<file path="src/rtl/vga_reader_pkg.sv">
// Shared constants and types for the VGA pixel-buffer scanout block.
// Holds the 640x480@60 timing geometry, frame-buffer dimensions, the
// scanout state type and the RGB332 -> RGB888 colour expansion.
package vga_reader_pkg;

  localparam int unsigned H_VISIBLE = 640;
  localparam int unsigned H_FRONT   = 16;
  localparam int unsigned H_SYNC    = 96;
  localparam int unsigned H_BACK    = 48;
  localparam int unsigned H_TOTAL   = H_VISIBLE + H_FRONT + H_SYNC + H_BACK;

  localparam int unsigned V_VISIBLE = 480;
  localparam int unsigned V_FRONT   = 10;
  localparam int unsigned V_SYNC    = 2;
  localparam int unsigned V_BACK    = 33;
  localparam int unsigned V_TOTAL   = V_VISIBLE + V_FRONT + V_SYNC + V_BACK;

  localparam int unsigned FB_WIDTH  = 640;
  localparam int unsigned FB_DEPTH  = 307200;
  localparam int unsigned ADDR_W    = 19;
  localparam int unsigned CNT_W     = 10;

  typedef enum logic {IDLE, SCAN} state_t;

  // Replicate the high bits of each RGB332 field to fill 8 bits.
  function automatic logic [23:0] expand_rgb332(input logic [7:0] d);
    return {d[7:5], d[7:5], d[7:6],
            d[4:2], d[4:2], d[4:3],
            {4{d[1:0]}}};
  endfunction

endpackage

</file>
<file path="src/rtl/vga_buffer_reader_timing.sv">
// vga_timing_gen: free-running horizontal/vertical raster counters.
// Ports:
//   clk, reset     - pixel clock, synchronous active-high reset
//   hsync_n        - raw horizontal sync (active low) for the current count
//   vsync_n        - raw vertical sync (active low) for the current count
//   visible_nxt    - the position the counters move to next is visible
//   frame_first    - counters are at h=0, v=0
//   frame_last     - counters are at the last position of the frame
module vga_timing_gen
  import vga_reader_pkg::*;
#(
  parameter int unsigned H_VIS = H_VISIBLE,
  parameter int unsigned H_FP  = H_FRONT,
  parameter int unsigned H_SW  = H_SYNC,
  parameter int unsigned H_BP  = H_BACK,
  parameter int unsigned V_VIS = V_VISIBLE,
  parameter int unsigned V_FP  = V_FRONT,
  parameter int unsigned V_SW  = V_SYNC,
  parameter int unsigned V_BP  = V_BACK
) (
  input  logic clk,
  input  logic reset,
  output logic hsync_n,
  output logic vsync_n,
  output logic visible_nxt,
  output logic frame_first,
  output logic frame_last
);

  localparam logic [CNT_W-1:0] H_LAST = CNT_W'(H_VIS + H_FP + H_SW + H_BP - 1);
  localparam logic [CNT_W-1:0] H_SS   = CNT_W'(H_VIS + H_FP);
  localparam logic [CNT_W-1:0] H_SE   = CNT_W'(H_VIS + H_FP + H_SW);
  localparam logic [CNT_W-1:0] H_VE   = CNT_W'(H_VIS);
  localparam logic [CNT_W-1:0] V_LAST = CNT_W'(V_VIS + V_FP + V_SW + V_BP - 1);
  localparam logic [CNT_W-1:0] V_SS   = CNT_W'(V_VIS + V_FP);
  localparam logic [CNT_W-1:0] V_SE   = CNT_W'(V_VIS + V_FP + V_SW);
  localparam logic [CNT_W-1:0] V_VE   = CNT_W'(V_VIS);

  logic [CNT_W-1:0] h_cnt, v_cnt, h_nxt, v_nxt;

  always_comb begin
    h_nxt = h_cnt + 1'b1;
    v_nxt = v_cnt;
    if (h_cnt == H_LAST) begin
      h_nxt = '0;
      v_nxt = (v_cnt == V_LAST) ? '0 : v_cnt + 1'b1;
    end
  end

  always_ff @(posedge clk) begin
    if (reset) begin
      h_cnt <= '0;
      v_cnt <= '0;
    end else begin
      h_cnt <= h_nxt;
      v_cnt <= v_nxt;
    end
  end

  assign hsync_n     = !((h_cnt >= H_SS) && (h_cnt < H_SE));
  assign vsync_n     = !((v_cnt >= V_SS) && (v_cnt < V_SE));
  assign visible_nxt = (h_nxt < H_VE) && (v_nxt < V_VE);
  assign frame_first = (h_cnt == '0) && (v_cnt == '0);
  assign frame_last  = (h_cnt == H_LAST) && (v_cnt == V_LAST);

endmodule

</file>
<file path="src/rtl/vga_buffer_reader.sv">
// vga_buffer_reader: scans an RGB332 pixel buffer out to a VGA DAC.
// Ports:
//   clk, reset           - pixel clock, synchronous active-high reset
//   enable               - scanout request, sampled at the frame boundary
//   address2/chipselect2 - pixel-buffer read port (1-cycle read latency)
//   clken2/write2/writedata2 - port-2 controls, constant read-only use
//   readdata2            - RGB332 pixel byte for the previous address
//   vga_r/g/b            - expanded colour, zero while blanked
//   vga_hs_n/vga_vs_n    - active-low syncs aligned with colour
//   vga_blank_n          - high only for scanned visible pixels
//   frame_start          - one-cycle pulse aligned with pixel (0,0)
module vga_buffer_reader
  import vga_reader_pkg::*;
#(
  parameter int unsigned H_VIS = H_VISIBLE,
  parameter int unsigned H_FP  = H_FRONT,
  parameter int unsigned H_SW  = H_SYNC,
  parameter int unsigned H_BP  = H_BACK,
  parameter int unsigned V_VIS = V_VISIBLE,
  parameter int unsigned V_FP  = V_FRONT,
  parameter int unsigned V_SW  = V_SYNC,
  parameter int unsigned V_BP  = V_BACK
) (
  input  logic              clk,
  input  logic              reset,
  input  logic              enable,
  output logic [ADDR_W-1:0] address2,
  output logic              chipselect2,
  output logic              clken2,
  output logic              write2,
  output logic [7:0]        writedata2,
  input  logic [7:0]        readdata2,
  output logic [7:0]        vga_r,
  output logic [7:0]        vga_g,
  output logic [7:0]        vga_b,
  output logic              vga_hs_n,
  output logic              vga_vs_n,
  output logic              vga_blank_n,
  output logic              frame_start
);

  localparam logic [ADDR_W-1:0] LAST_ADDR = ADDR_W'(H_VIS * V_VIS - 1);

  logic   hs_raw_n, vs_raw_n, vis_nxt, frame_first, frame_last;
  state_t state, state_nxt;
  logic   hs1_n, vs1_n, de1, fs1;

  vga_timing_gen #(
    .H_VIS(H_VIS), .H_FP(H_FP), .H_SW(H_SW), .H_BP(H_BP),
    .V_VIS(V_VIS), .V_FP(V_FP), .V_SW(V_SW), .V_BP(V_BP)
  ) u_timing (
    .clk        (clk),
    .reset      (reset),
    .hsync_n    (hs_raw_n),
    .vsync_n    (vs_raw_n),
    .visible_nxt(vis_nxt),
    .frame_first(frame_first),
    .frame_last (frame_last)
  );

  assign clken2     = 1'b1;
  assign write2     = 1'b0;
  assign writedata2 = '0;

  // Mode only changes across the frame boundary, so a frame is never torn.
  always_comb begin
    state_nxt = state;
    if (frame_last) state_nxt = enable ? SCAN : IDLE;
  end

  always_ff @(posedge clk) begin
    if (reset) begin
      state       <= IDLE;
      chipselect2 <= 1'b0;
      address2    <= '0;
      hs1_n       <= 1'b1;
      vs1_n       <= 1'b1;
      de1         <= 1'b0;
      fs1         <= 1'b0;
      vga_hs_n    <= 1'b1;
      vga_vs_n    <= 1'b1;
      vga_blank_n <= 1'b0;
      frame_start <= 1'b0;
      vga_r       <= '0;
      vga_g       <= '0;
      vga_b       <= '0;
    end else begin
      state <= state_nxt;
      // Strobe is registered from the lookahead position so that it is
      // valid in the same cycle the counters hold that position.
      chipselect2 <= (state_nxt == SCAN) && vis_nxt;
      // The address register is the current read address: advance after
      // each read, hold through blanking and on the last pixel, clear at
      // the frame boundary.
      if (frame_last)
        address2 <= '0;
      else if (chipselect2 && (address2 != LAST_ADDR))
        address2 <= address2 + 1'b1;
      // Stage 1: read data arrives from the buffer this cycle.
      hs1_n <= hs_raw_n;
      vs1_n <= vs_raw_n;
      de1   <= chipselect2;
      fs1   <= frame_first;
      // Stage 2: colour captured alongside the delayed sync/blank.
      vga_hs_n    <= hs1_n;
      vga_vs_n    <= vs1_n;
      vga_blank_n <= de1;
      frame_start <= fs1;
      {vga_r, vga_g, vga_b} <= de1 ? expand_rgb332(readdata2) : '0;
    end
  end

endmodule

</file>
<file path="config.mk">
export PLATFORM = sky130hd
export DESIGN_NAME = vga_buffer_reader
export DESIGN_NICKNAME = d
export VERILOG_FILES = /design/src/rtl/vga_reader_pkg.sv /design/src/rtl/vga_buffer_reader_timing.sv /design/src/rtl/vga_buffer_reader.sv
export SDC_FILE = /design/constraint.sdc
export NUM_CORES = 1
export LEC_CHECK = 0
export CELL_PAD_IN_SITES_DETAIL_PLACEMENT = 1
export CELL_PAD_IN_SITES_GLOBAL_PLACEMENT = 1
export CORE_ASPECT_RATIO = 0.7
export CORE_MARGIN = 2
export CORE_UTILIZATION = 33
export DETAILED_ROUTE_END_ITERATION = 10
export PLACE_DENSITY_LB_ADDON = 0.1
export SLEW_MARGIN = 0
export SYNTH_ARGS = -nofsm -noshare
export SYNTH_HDL_FRONTEND = slang
export SYNTH_SLANG_ARGS = --single-unit
</file>
<file path="constraint.sdc">
create_clock -name clk -period 2 [get_ports clk]
set_input_delay 0.4 -clock clk [delete_from_list [all_inputs] [get_ports clk]]
set_output_delay 0.4 -clock clk [all_outputs]
set_load 0.02 [all_outputs]
</file>
; ---- After elaboration in Yosys (flattened, before gate mapping)
; Index checks and enable logic that the tools add are counted.
[totals]
inputBits = 11
elab_cells = 47
ramBits = 0
mem_count = 0
register_bits = 73
out_inout_bits = 58
latch_bits = 0
mem_bits_ro = 0
[op_classes]
n_addsub = 3
muxes = 5
bitwise_logic = 1
div = 0
shifts = 0
order_cmp = 6
n_eq_ne = 3
multipliers = 0
reduce_logical = 13
[op_table]
columns = cell, count
row1 = two-way mux 10 bit, 3
row2 = "adder 10 x 1 -> 10 bit, second input constant", 2
row3 = "== test 10 bit, second input constant", 2
row4 = logical NOT 10 bit, 2
row5 = "< comparator 10 bit, second input constant", 2
row6 = "< comparator 10 x 9 -> 1 bit, second input constant", 2
row7 = "adder 19 x 1 -> 19 bit, second input constant", 1
row8 = "!= test 19 bit, second input constant", 1
row9 = ">= comparator 10 bit, second input constant", 1
row10 = ">= comparator 10 x 9 -> 1 bit, second input constant", 1
row11 = logical AND 1 bit, 7
row12 = OR reduction 2 bit, 2
row13 = logical NOT 1 bit, 2
row14 = two-way mux 1 bit, 2
row15 = inverter 1 bit, 1

; ---- Logic depth before layout (Yosys ltp)
[logic_depth]
word_depth = 6
mapped_depth = 9
ltp_nobuf = 7

; ---- Cells and area by module
; Synthesis repeated with hierarchy kept, for this count alone.
[hier_totals]
cells_unflattened = 328
area_unflattened_um2 = 2894.0
[by_module_without_submodules]
columns = module, cells_per_inst, area_each_um2, seq_area_each_um2, n_inst
row1 = vga_buffer_reader, 189, 1739.2, 740.7, 1
row2 = vga_timing_gen, 139, 1154.9, 400.4, 1

; ---- Worst setup path before layout
; OpenSTA, ideal clock, no wires.
[synth_timing]
path_kind = register to register
startpoint = reg u_timing.h_cnt[0]
endpoint = reg chipselect2
setup_slack_ns = 0.090
stages_incl_launch_ff = 8
setup_ns = 0.103
synth_period_minus_slack_ns = 1.910
t_required_ns = 1.897
t_arrival_ns = 1.806
n_path_buf = 1
cell_sequence = dfxtp_1 -> ha_1 -> and3_1 -> clkbuf_4 -> nand3_4 -> or2_1 -> mux2_4 -> a2111oi_2
[synth_via]
elab_chain_cells = 5
word_cells_on_any_way = 10
classes_between = add/sub (1) / order compare (2) / eq/ne (1) / mux (3) / reduce/logical (3)
[synth_lines]
columns = element, line_no
row1 = from (decl), vga_buffer_reader_timing.sv:39  ; logic [CNT_W-1:0] h_cnt, v_cnt, h_nxt, v_nxt;
row2 = from (signal assigned), vga_buffer_reader_timing.sv:55  ; h_cnt <= h_nxt;
row3 = adder 10 x 1 -> 10 bit / == test 10 bit (equally long branches), "vga_buffer_reader_timing.sv:42, vga_buffer_reader_timing.sv:44, vga_buffer_reader_timing.sv:64"
row4 = two-way mux 10 bit, vga_buffer_reader_timing.sv:44  ; if (h_cnt == H_LAST) begin
row5 = < comparator 10 bit / < comparator 10 x 9 -> 1 bit (equally long branches), vga_buffer_reader_timing.sv:62  ; assign visible_nxt = (h_nxt < H_VE) && (v_nxt < V_VE);
row6 = logical AND 1 bit, vga_buffer_reader_timing.sv:62
row7 = logical AND 1 bit (*), vga_buffer_reader.sv:91  ; chipselect2 <= (state_nxt == SCAN) && vis_nxt;
row8 = to (signal assigned), vga_buffer_reader.sv:91
row9 = to (decl), vga_buffer_reader.sv:28  ; output logic chipselect2,
; Mark *: on every way between the ends. The rest lies on a longest branch, timed or not.
; A chain may end at the register's enable or synchronous reset.

; ---- Final worst setup path
[layout_timing]
startpoint = reg u_timing.v_cnt[1]
endpoint = reg chipselect2
[layout_via]
elab_chain_cells = 6
word_cells_on_any_way = 9
classes_between = add/sub (1) / order compare (1) / eq/ne (1) / mux (3) / reduce/logical (3)
[layout_lines]
columns = element, line_no
row1 = from (decl), vga_buffer_reader_timing.sv:39
row2 = from (signal assigned), vga_buffer_reader_timing.sv:56  ; v_cnt <= v_nxt;
row3 = adder 10 x 1 -> 10 bit / == test 10 bit (equally long branches), "vga_buffer_reader_timing.sv:46, vga_buffer_reader_timing.sv:64"
row4 = two-way mux 10 bit, vga_buffer_reader_timing.sv:46  ; v_nxt = (v_cnt == V_LAST) ? '0 : v_cnt + 1'b1;
row5 = two-way mux 10 bit, vga_buffer_reader_timing.sv:44
row6 = < comparator 10 x 9 -> 1 bit, vga_buffer_reader_timing.sv:62
row7 = logical AND 1 bit, vga_buffer_reader_timing.sv:62
row8 = logical AND 1 bit (*), vga_buffer_reader.sv:91
; Marked as above.

==> implementation parameters <==
Parameter                              Value

Run status
  Outcome ... complete, no violations

Final layout
  Number of antenna cells inserted ... 0
  Sequential cell area ... 1140 sq um
  Layout cell share with drive strength beyond 1 ... 0.144
  Number of nets in the layout ... 395
  Relative area change from synthesis to final layout ... 35.1%
  Area used by multi-input combinational logic ... 1440 sq um
  Fillers ... 957

Route
  DR WL/cell ... 15.1 microns
  WL met1 ... 4020 microns
  Metal3 WL ... 396 microns
  Final antenna-violating net count ... 0
  Routed wire length on met2 ... 2870 microns
  Number of vias in the routed layout ... 2368
  Vias per cell ... 4.86
  Total DRC errors in the routed layout ... 0
  Total iterations of the first detailed-routing run ... 4
  DRC violation total after the first TritonRoute iteration ... 89
  Total routed wirelength ... 7370 microns
  Highest layer used for signal routing ... met4

STA
  Final Max Slew Viols ... 0
  Normalized max-slew margin ... 0.652
  Setup WS post-layout ... 0.0479 ns
  Top achievable clock speed ... 512 MHz
  Post-route clock skew ... 0.00724 ns
  Fin Setup TNS ... 0 ns
  Share of the cycle needed by the critical path after routing ... 0.976
  Number of failing setup endpoints in the final timing report ... 0
  Time the worst path needs with I/O delays and setup ... 1.95 ns
  Final hold violations ... 0
  Measured slew at the worst slew-check pin ... 0.509 ns
  Unrepaired setup endpoints after global routing ... no

Yosys
  Synthesized netlist cell count ... 313
  Area share of the largest cell type after synthesis ... 0.406
  Async set-reset flop share out of synthesis ... 0
  Most numerous cell types in the synthesized netlist ... dfxtp_1, nor2_1, buf_4
  Most frequent cell after synthesis ... dfxtp_1
  Syn Area/Cell ... 8.98 sq um
  Area contributors post-synth ... dfxtp_1, buf_4, xor2_1
  Yosys cell types ... 49
  Post-synth EDFFs ... 0
  Synthesized flop and latch total ... 57
  Synth Cell Area ... 2810 sq um
  Largest area contributor in the netlist ... dfxtp_1
  Synthesis warning total ... 0
  Synth Flop Type ... dfxtp_1
  Register area share after synthesis ... 0.406

Global routing
  Wire length of the first global-routing pass ... 11600 microns
  Pin count of the biggest net entering global routing ... 29
  Number of global-route vias before repair ... 2228
  Overall overflow remaining after global route ... 0
  Initial antenna violation count ... 0
  Overall fraction of global-route tracks in use ... 0.165

Setup path
  Critical Path Slowest Stage Cell ... dfxtp_1
  Ordered cell list for the critical path ... ha_1, nand3_1, nor4b_1, o2111ai_1, a22oi_2, a2111oi_4
  Worst endpoint data arrival time ... 2.15 ns
  Required arrival time at the worst endpoint ... 2.20 ns
  Maximum single-stage delay on the critical path ... 0.43 ns
  Launching element type of the critical path ... flop
  Nature of the critical path endpoint ... flop
  Depth of the most critical reg-to-reg path ... 6
  Critical Path Fanout Max ... 7
  WS Path Type ... flop to flop

Place
  Gpl congestion ... 0.742
  Post-placement setup slack ... 0.0782 ns
  Half-perimeter wire length after placement ... 5390 microns
  Input/output buffers ... 58

Floorplan
  Die width ... 114 microns
  Total core area ... 8370 sq um
  Chip height ... 81.2 microns
  Number of placement rows ... 28
  Number of top-level pins ... 69
  Starting utilization of the core area ... 0.336
  Overall die area ... 9280 sq um

Run
  Max-capacitance violation count ... 0

CTS
  TritonCTS clock tree ... built
  Clock transition at the register clock pins on the worst setup and hold paths after CTS ... 0.05 ns
  Number of H-tree branching levels ... 3
  Root Buffer ... clkbuf_16
  Total CTS buffers ... 9
  Worst-Skew Late Latency ... 0.33 ns
  Max Root-Sink Buffers ... 2
  Clk sink count ... 57

Power and ir drop
  Pwr Density ... 686 nW/um^2
  Maximum vdd ir drop ... 0.000316 V
  Leakage ... 1.42 nW

Min path
  Path category of the worst min-delay check ... flop to flop
  Number of stages on the worst hold path ... 1
==> kinds of logic (layout without fill, tap and decap cells) <==
| family | count (synthesis) | count (layout) | share of synthesized area |
|---|---|---|---|
| multiplexers | 2 | 2 | 0.00890 |
| XOR/XNOR | 31 | 31 | 0.0966 |
| AO/OA/AOI/OAI | 28 | 28 | 0.0775 |
| other | 2 | 10 | 0.00267 |
| flip-flops | 57 | 57 | 0.406 |
| buffers and inverters | 47 | 108 | 0.103 |
| adder cells (fa/ha/maj) | 6 | 6 | 0.0267 |
| AND/OR/NAND/NOR | 140 | 140 | 0.278 |
==> registers in the layout, indices dropped and copies added, names as in the netlist, 2 cells and up <==
signal / count
address2: 19
u_timing.h_cnt: 10
u_timing.v_cnt: 10
vga_g: 3
vga_r: 3
vga_b: 2
==> final cells by class <==
| type | instances | area share |
|---|---|---|
| clock buffer | 11 | 0.0639 |
| clock inverter | 4 | 0.00527 |
| inverter | 10 | 0.00989 |
| multi-input combinational | 217 | 0.380 |
| sequential | 57 | 0.301 |
| tap | 105 | 0.0346 |
| timing repair buffer | 83 | 0.206 |
==> critical path, delay by kind of cell (launching register included) <==
kind | cells | cell delay, ns
adder cells (fa/ha/maj) | 1 | 0.23
flip-flops | 1 | 0.43
AO/OA/AOI/OAI | 3 | 0.57
AND/OR/NAND/NOR | 2 | 0.60
==> cell usage in the layout, fill, tap and decap left out, drive strengths merged, types with 2 or more instances in the layout <==
cell type	netlist	layout
a2111oi	5	5
a211o	2	2
a211oi	2	2
a21oi	5	5
and2	12	12
and3	9	9
and3b	2	2
and4	6	6
buf	31	25
clkbuf	6	11
clkdlybuf4s50	0	58
clkinv	0	4
conb	2	10
dfxtp	57	57
ha	6	6
inv	10	10
nand2	16	16
nand2b	3	3
nand3	15	15
nand4	11	11
nor2	39	39
nor2b	4	4
nor3	7	7
nor4	4	4
nor4b	2	2
o2111ai	3	3
o21ai	4	4
o31ai	3	3
or2	3	3
or4	4	4
xnor2	14	14
xor2	17	17
==> what timing repair did <==
action	4_1_cts	5_1_grt
setup buffers	0	0
resized for setup	0	7
hold buffers	0	0
setup endpoints to repair	0	2
==> worst paths after layout <==
check / slack, ns / startpoint / endpoint
setup / recovery: 0.05 / u_timing.v_cnt[1] / chipselect2
hold / removal: 0.41 / hs1_n / vga_hs_n
setup reg to reg: 0.05 / u_timing.v_cnt[1] / chipselect2
hold reg to reg: 0.41 / hs1_n / vga_hs_n
==> power by group <==
group          switching (mW)  total, mW  internal [mW]
Combinational          0.0500     0.0898         0.0398
Clock                   0.508       1.36          0.853
Sequential            0.00670       1.15           1.15
==> layer usage <==
metal,up-vias,track usage
met5,-,0
met4,0,0.0549
met3,7,0.0575
met2,69,0.214
met1,1118,0.249
li1,1174,-
==> per-stage QoR <==
stage                     power, mW  cell area (sq um)   util  cells  hold WS [ns]
final                          2.60               3800  0.453    487         0.414
after global routing           2.71               3800  0.453    487         0.430
after CTS                      2.65               3760  0.449    487         0.419
after detailed placement       1.27               3500  0.418    472         0.402
after global placement         1.26               3500  0.418    472         0.396
after floorplan                1.24               2840      -    321         0.389
Note: power is estimated with default switching activity, not from simulation.
